==> src/rtl/mul_pkg.sv <==
// Shared types and sizing for the radix-4 Booth multiply sequencer.
package mul_pkg;

    localparam int BOOTH_DIGITS = 17;
    localparam int EXT_W        = 33;
    localparam int PP_W         = 34;
    localparam int ACC_W        = 66;

    typedef enum logic [1:0] {
        IDLE = 2'd0,
        CALC = 2'd1,
        DONE = 2'd2
    } state_t;

    // CALC cycles needed to retire all Booth digits at dpc digits per cycle.
    function automatic int calc_cycles(input int dpc);
        return (BOOTH_DIGITS + dpc - 1) / dpc;
    endfunction

endpackage

==> src/rtl/mul_seq_ctrl_if.sv <==
// Operand request and product response channels of the multiply sequencer.
interface mul_seq_ctrl_if;
    import mul_pkg::*;

    // Both channels: a transfer happens on a rising edge where valid && ready;
    // the sender holds valid and payload stable until that edge.
    logic        in_valid;
    logic        in_ready;
    logic        in_signed;
    logic [31:0] in_a;
    logic [31:0] in_b;
    logic        out_valid;
    logic        out_ready;
    logic [31:0] res_hi;
    logic [31:0] res_lo;

    modport master (
        output in_valid, in_signed, in_a, in_b, out_ready,
        input  in_ready, out_valid, res_hi, res_lo
    );

    modport slave (
        input  in_valid, in_signed, in_a, in_b, out_ready,
        output in_ready, out_valid, res_hi, res_lo
    );

endinterface

==> src/rtl/mul_booth_pp.sv <==
// One radix-4 Booth partial product: selects 0, +-X or +-2X from a multiplier bit triple.
module mul_booth_pp
    import mul_pkg::*;
(
    input  logic [2:0]       triple,
    input  logic [EXT_W-1:0] x,
    output logic [PP_W-1:0]  pp
);

    logic [PP_W-1:0] x1;
    logic [PP_W-1:0] x2;

    // X is at most 33 signed bits, so +-2X always fits in 34.
    assign x1 = {x[EXT_W-1], x};
    assign x2 = {x, 1'b0};

    always_comb begin
        pp = '0;
        case (triple)
            3'b001, 3'b010: pp = x1;
            3'b011:         pp = x2;
            3'b100:         pp = -x2;
            3'b101, 3'b110: pp = -x1;
            default:        pp = '0;
        endcase
    end

endmodule

==> src/rtl/mul_seq_ctrl.sv <==
// Iterative radix-4 Booth multiplier for MULT/MULTU: DPC digits per CALC cycle,
// fixed latency of calc_cycles(DPC) edges from accept to product valid.
module mul_seq_ctrl
    import mul_pkg::*;
#(
    parameter int DPC = 1
) (
    input  logic          clk,
    input  logic          resetn,
    input  logic          flush,
    mul_seq_ctrl_if.slave bus,
    output logic          busy,
    output state_t        state_dbg
);

    localparam int C = calc_cycles(DPC);

    state_t            state_q, state_d;
    logic [4:0]        cnt_q, cnt_d;
    logic [ACC_W-1:0]  acc_q, acc_d, acc_sum;
    logic [EXT_W-1:0]  x_q, x_d, y_q, y_d;
    logic              out_valid_q, out_valid_d;
    logic [63:0]       res_q, res_d;
    logic              in_ready;
    logic              accept;
    logic [EXT_W+1:0]  y_win;
    logic [ACC_W-1:0]  pp_term [DPC];

    // Bit j of y_win is Y[j-1]: the implicit Y[-1]=0 at the bottom, Y[32] repeated on top.
    assign y_win = {y_q[EXT_W-1], y_q, 1'b0};

    for (genvar d = 0; d < DPC; d++) begin : g_pp
        logic [7:0]      digit;
        logic [2:0]      triple;
        logic [PP_W-1:0] pp;

        assign digit  = 8'(int'(cnt_q) * DPC + d);
        assign triple = 3'(y_win >> {digit, 1'b0});

        mul_booth_pp u_pp (
            .triple (triple),
            .x      (x_q),
            .pp     (pp)
        );

        // Digits past the last one (possible when DPC does not divide 17) add nothing.
        assign pp_term[d] = (digit < 8'(BOOTH_DIGITS))
                          ? ({{(ACC_W-PP_W){pp[PP_W-1]}}, pp} << {digit, 1'b0})
                          : '0;
    end

    always_comb begin
        acc_sum = acc_q;
        for (int d = 0; d < DPC; d++) begin
            acc_sum = acc_sum + pp_term[d];
        end
    end

    assign in_ready = !flush && (state_q == IDLE || (state_q == DONE && bus.out_ready));
    assign accept   = bus.in_valid && in_ready;

    always_comb begin
        state_d     = state_q;
        cnt_d       = cnt_q;
        acc_d       = acc_q;
        x_d         = x_q;
        y_d         = y_q;
        out_valid_d = out_valid_q;
        res_d       = res_q;
        if (flush) begin
            state_d     = IDLE;
            out_valid_d = 1'b0;
            cnt_d       = '0;
        end else begin
            case (state_q)
                IDLE, DONE: begin
                    if (accept) begin
                        x_d         = {bus.in_signed & bus.in_a[31], bus.in_a};
                        y_d         = {bus.in_signed & bus.in_b[31], bus.in_b};
                        acc_d       = '0;
                        cnt_d       = '0;
                        out_valid_d = 1'b0;
                        state_d     = CALC;
                    end else if (state_q == DONE && bus.out_ready) begin
                        out_valid_d = 1'b0;
                        state_d     = IDLE;
                    end
                end
                CALC: begin
                    acc_d = acc_sum;
                    cnt_d = cnt_q + 5'd1;
                    if (cnt_q == 5'(C - 1)) begin
                        res_d       = acc_sum[63:0];
                        out_valid_d = 1'b1;
                        state_d     = DONE;
                    end
                end
                default: state_d = IDLE;
            endcase
        end
    end

    always_ff @(posedge clk or negedge resetn) begin
        if (!resetn) begin
            state_q     <= IDLE;
            cnt_q       <= '0;
            acc_q       <= '0;
            x_q         <= '0;
            y_q         <= '0;
            out_valid_q <= 1'b0;
            res_q       <= '0;
        end else begin
            state_q     <= state_d;
            cnt_q       <= cnt_d;
            acc_q       <= acc_d;
            x_q         <= x_d;
            y_q         <= y_d;
            out_valid_q <= out_valid_d;
            res_q       <= res_d;
        end
    end

    assign bus.in_ready  = in_ready;
    assign bus.out_valid = out_valid_q;
    assign bus.res_hi    = res_q[63:32];
    assign bus.res_lo    = res_q[31:0];
    assign busy          = (state_q != IDLE);
    assign state_dbg     = state_q;

endmodule

==> src/flat_wrapper.sv <==
// flat-port wrapper written by rule: the top's interface ports become plain ports
module mul_seq_ctrl_flat import mul_pkg::*;
#(
    parameter int DPC = 1
)
  (clk, resetn, flush, busy, state_dbg, bus_in_valid, bus_in_signed, bus_in_a, bus_in_b, bus_out_ready, bus_in_ready, bus_out_valid, bus_res_hi, bus_res_lo);
  mul_seq_ctrl_if bus_i ();
  input  logic clk;
  input  logic resetn;
  input  logic flush;
  output logic busy;
  output state_t state_dbg;
  input wire logic [$bits(bus_i.in_valid)-1:0] bus_in_valid;
  input wire logic [$bits(bus_i.in_signed)-1:0] bus_in_signed;
  input wire logic [$bits(bus_i.in_a)-1:0] bus_in_a;
  input wire logic [$bits(bus_i.in_b)-1:0] bus_in_b;
  input wire logic [$bits(bus_i.out_ready)-1:0] bus_out_ready;
  output wire logic [$bits(bus_i.in_ready)-1:0] bus_in_ready;
  output wire logic [$bits(bus_i.out_valid)-1:0] bus_out_valid;
  output wire logic [$bits(bus_i.res_hi)-1:0] bus_res_hi;
  output wire logic [$bits(bus_i.res_lo)-1:0] bus_res_lo;
  assign bus_i.in_valid = bus_in_valid;
  assign bus_i.in_signed = bus_in_signed;
  assign bus_i.in_a = bus_in_a;
  assign bus_i.in_b = bus_in_b;
  assign bus_i.out_ready = bus_out_ready;
  assign bus_in_ready = bus_i.in_ready;
  assign bus_out_valid = bus_i.out_valid;
  assign bus_res_hi = bus_i.res_hi;
  assign bus_res_lo = bus_i.res_lo;
  mul_seq_ctrl #(.DPC(DPC)) u_core (.clk(clk), .resetn(resetn), .flush(flush), .bus(bus_i), .busy(busy), .state_dbg(state_dbg));
endmodule
==> config.mk <==
export PLATFORM = sky130hd
export DESIGN_NAME = mul_seq_ctrl_flat
export DESIGN_NICKNAME = d
export VERILOG_FILES = /design/src/rtl/mul_pkg.sv /design/src/rtl/mul_seq_ctrl_if.sv /design/src/rtl/mul_booth_pp.sv /design/src/rtl/mul_seq_ctrl.sv /design/src/flat_wrapper.sv
export SDC_FILE = /design/constraint.sdc
export NUM_CORES = 1
export LEC_CHECK = 0
export CORE_MARGIN = 8
export CORE_UTILIZATION = 60
export CTS_CLUSTER_SIZE = 10
export DETAILED_ROUTE_END_ITERATION = 7
export PLACE_DENSITY_LB_ADDON = 0.05
export REMOVE_ABC_BUFFERS = 1
export SYNTH_ARGS = -nofsm -noshare
export SYNTH_HDL_FRONTEND = slang
export SYNTH_SLANG_ARGS = --single-unit
==> constraint.sdc <==
create_clock -name clk -period 16.21 [get_ports clk]
set_clock_uncertainty 0.15 [all_clocks]
set_input_delay 4.0525 -clock clk [delete_from_list [all_inputs] [get_ports clk]]
set_output_delay 4.0525 -clock clk [all_outputs]
set_load 0.01 [all_outputs]
Word-level counts from Yosys, hierarchy flattened:

Index checks and enable logic that the tools add are counted.

* mux-type cells: 17
* reductions and logical operators: 18
* add/sub/neg operators: 4
* eq/ne operators: 13
* bitwise operators: 3
* $lt $le $gt $ge: 1
* shift-type cells: 2

Operator list (number)
* $pmux W34 S4: 1
* $mux W66: 2
* $pmux W66 S2: 1
* $neg A34 Y34: 2
* $add A66 B66 Y66: 1
* $shl A66 B6 Y66: 1
* $shr A35 B6 Y3: 1
* $reduce_and A3 Y1: 4
* $mux W5: 2
* $pmux W5 S2: 1
* $eq A3 B3 Y1 const B: 3
* $mux W2: 4
* $eq A3 B2 Y1 const B: 2
* $ne A3 B2 Y1 const B: 2
* $reduce_or A2 Y1: 3
* $add A5 B1 Y5 const B: 1
* $eq A5 B5 Y1 const B: 1
* $lt A5 B5 Y1 const B: 1
* $mux W1: 4
* $ne A4 B2 Y1 const B: 1
* $pmux W2 S2: 1
* $reduce_and A2 Y1: 2
* $reduce_bool A2 Y1: 2
* $eq A3 B1 Y1 const B: 1
* 11 further kinds: 14

* output and inout bits: 69
* logic and storage cells: 65
* register bits after elaboration: 204
* input bits: 70

Logic depth before layout (Yosys ltp):

* depth in word-level cells: 8
* depth in mapped cells: 30
* mapped depth without buffers: 27

By module:

Synthesis repeated with hierarchy kept, for this count alone.

* cell total of the unflattened synthesis: 1883
* area, all modules: 15961.6 um2

By module, submodules not included
* mul_seq_ctrl: area each 13942.1 um2, instances 1, sequential area each 5054.8 um2, cells each 1558
* mul_booth_pp: area each 2019.4 um2, instances 1, sequential area each 0.0 um2, cells each 325

Worst setup path after synthesis:

OpenSTA, ideal clock, no wires.

* path type: input port to output port
* start: input port bus_out_ready
* end: output port bus_in_ready
* data required time: 12.008 ns
* setup slack: 7.583 ns
* data arrival time: 4.425 ns
* path buffers: 0
* cell stages on the path: 3
* cells stage by stage: inv_1 -> a21o_1 -> nor2_1

* longest elaborated chain between the ends: 3

RTL lines
* from (decl): line flat_wrapper.sv:17 `input wire logic [$bits(bus_i.out_ready)-1:0] bus_out_ready;`
* $logic_and A1 B1 Y1: line mul_seq_ctrl.sv:59 `assign in_ready = !flush && (state_q == IDLE || (state_q == DONE && bus.out_ready));`
* $logic_or A1 B1 Y1: line mul_seq_ctrl.sv:59
* $logic_and A1 B1 Y1: line mul_seq_ctrl.sv:59
* to (decl): line flat_wrapper.sv:18 `output wire logic [$bits(bus_i.in_ready)-1:0] bus_in_ready;`

Every way passes these cells.

Final worst setup path:

Ends and elaborated chain as after synthesis.

==> run summary <==
post-synthesis sequential area ratio - 32.5%
row count - 59
cell family with the largest share of critical-path delay - buffers and inverters
Final period util - 59.6%
Avg Cell Area, Syn - 8.99 sq um
number of synthesized flops with an enable pin - 0
vias per inst - 6.74
RSZ-0062 raised after global routing - false
Routed wire per std cell - 22.3 microns
post-CTS sizing - 0
Die Height - 177 microns
root buffer cell - clkbuf_16
largest area contributor in the netlist - dfrtp_1
Post-CTS Hold Buffers - 0
Antenna Cells - 0
PnR worst setup slack - 6.55 ns
Post-DRT Antenna Nets - 0
Crit-path slowest cell - clkdlybuf4s50_1
Worst Setup Start Kind - primary input
Max Slew Vio Count - 0
IO Port Bufs - 138
mapped cell area - 0.0156 sq mm
Critical Path End Type - output port
Critical Path, Cell by Cell - clkdlybuf4s50_1 > inv_1 > a21o_1 > nor2_1 > clkdlybuf4s50_1
fillers - 2050
initial antenna violation count - 0
total vias in the final route - 14400
CP most frequent cell - clkdlybuf4s50_1
worst slack, placed - 6.53 ns
Max-slew headroom - 24.1%
first-pass GRT wire length - 77500 microns
DRC - 0
setup TNS - 0 ns
Total Routed Length - 47600 microns
layout cell share with drive strength beyond 1 - 11.9%
fin util - 68.8%
minimum clock period - 9.66 ns
class of the worst hold path - reg2reg
top-count cell post-synth - dfrtp_1
Syn-to-layout area delta - 13.8%
TritonRoute pass-1 iters - 7
Async SR Flop Fraction - 100%
endpoints failing setup - 0
WP data arrival - 5.46 ns
leakage power total - 7.78 nW
# Max-Cap Violations - 0
CP peak stage delay - 0.56 ns
Placer Congestion - 0.993
worst-path fanout max - 2
overall power - 3.20 mW
Die ar. - 0.0314 sq mm
IO Count - 139
Max Fclk - 103 MHz
Pwr Density - 181 mW/mm^2
Max IR drop VDD - 0.132 mV
dpl hpwl - 34400 microns
post-synth top area share - 32.5%
DRT iter0 DRCs - 1617
Synth Warn # - 0
Synth Flop Type - dfrtp_1
Worst-path clk slew - 0.05 ns
post-CTS setup buffer count - 0
CTS buffer count - 25
core area - 0.0258 sq mm
CTS max path bufs - 3
worst slew pin tran - 1.13 ns
H-tree Lvls - 1
Synth Instances - 1732
Netlist cell types - 95
vias in the first global route - 14200
# clock sinks - 202
CP Class - in2out
Initial Util - 60.5%
synth cell count leaders - dfrtp_1, nand2_1, a21oi_1
Crit path required time - 12.01 ns
CTS tree - done
Die Wd - 177 microns
All-Layer GR Usage - 30.2%
status - finished clean
top post-synthesis cells by area - dfrtp_1, mux2_2, ha_1, a21oi_1, nand2_1
Final Hold Viols - 0
overflow left after global routing - 0
largest net degree at the start of global routing - 99
Worst-Skew Late Latency - 0.55 ns
flops & latches, synth - 202
Worst Path Buf+Inv - 3
# nets final - 1929
registers in the layout, summed over array words and instances, names as in the netlist:
signal and count:
u_core.acc_q 64, u_core.res_q 64, u_core.x_q 33, u_core.y_q 33
u_core.cnt_q 5, u_core.state_dbg 2, u_core.bus.out_valid 1
path summary, 6_finish.rpt:
path	start	to	slack [ns]	cells after the start
max in group asynchronous	resetn	u_core.res_q[26]	10.65	3
min	u_core.res_q[54]	u_core.res_q[54]	0.33	2
max reg2reg	u_core.cnt_q[0]	u_core.res_q[60]	6.78	24
max	bus_out_ready	bus_in_ready	6.55	5
min reg2reg	u_core.res_q[54]	u_core.res_q[54]	0.33	2
min in group asynchronous	resetn	u_core.x_q[28]	3.38	1
cells by family after synthesis:
family,Yosys count,synth area share [%]
adder cells (fa/ha/maj),67,5.43
AO/OA/AOI/OAI,583,25.4
buffers and inverters,157,4.19
flip-flops,202,32.5
multiplexers,178,13.4
AND/OR/NAND/NOR,455,14.1
XOR/XNOR,90,5.06
routing by layer:
layer  vias to the layer above  global-route usage (%)  routed length, microns
li1                       6629                       -                       -
met1                      6942                    41.6                   20700
met2                       697                    47.2                   21400
met3                       130                    4.95                    3690
met4                         0                    11.3                    1840
met5                         -                       0                       0
tightest hold or removal path, delay by kind of cell (launching register included):
family	cells	cell delay, ns
and+or+nand+nor	1	0.04
AOI/OAI and AO/OA	1	0.06
DFF	1	0.34
per-stage QoR:
stage	area, sq um	hold slack [ns]	std cells
global route	17700	0.367	2135
floorplan	15100	0.302	1609
CTS	17700	0.332	2135
finish	17700	0.326	2135
detailed placement	17000	0.313	2100
global placement	17000	0.314	2100
area by class of cell:
cell class	instances	area, sq um	area share (%)
Multi-Input combinational cell	1373	9890	55.8
Sequential cell	202	5060	28.5
Timing Repair Buffer	156	1520	8.57
Clock buffer	33	686	3.87
Tap cell	335	419	2.36
Inverter	34	128	0.720
Clock inverter	2	28.8	0.162
power by group:
group | switching [mW] | total, mW | internal, mW
combinational | 1.21 | 1.99 | 0.779
clock | 0.216 | 0.509 | 0.293
sequential | 0.0980 | 0.704 | 0.606
layout by cell type, fill, tap and decap left out, drive strengths merged, types with 19 or more instances in the layout:
cell type / n
nor4: 22
clkbuf: 34
a22o: 54
inv: 35
mux2i: 43
nand3: 36
clkdlybuf4s50: 137
xor2: 30
nor3: 32
a21oi: 133
mux2: 123
a31oi: 23
a211oi: 20
nand4: 19
a21o: 54
nor2: 114
xnor2: 60
ha: 66
nand2: 149
o22ai: 20
o21ai: 115
dfrtp: 202
Power figures use the tool's default switching activity.
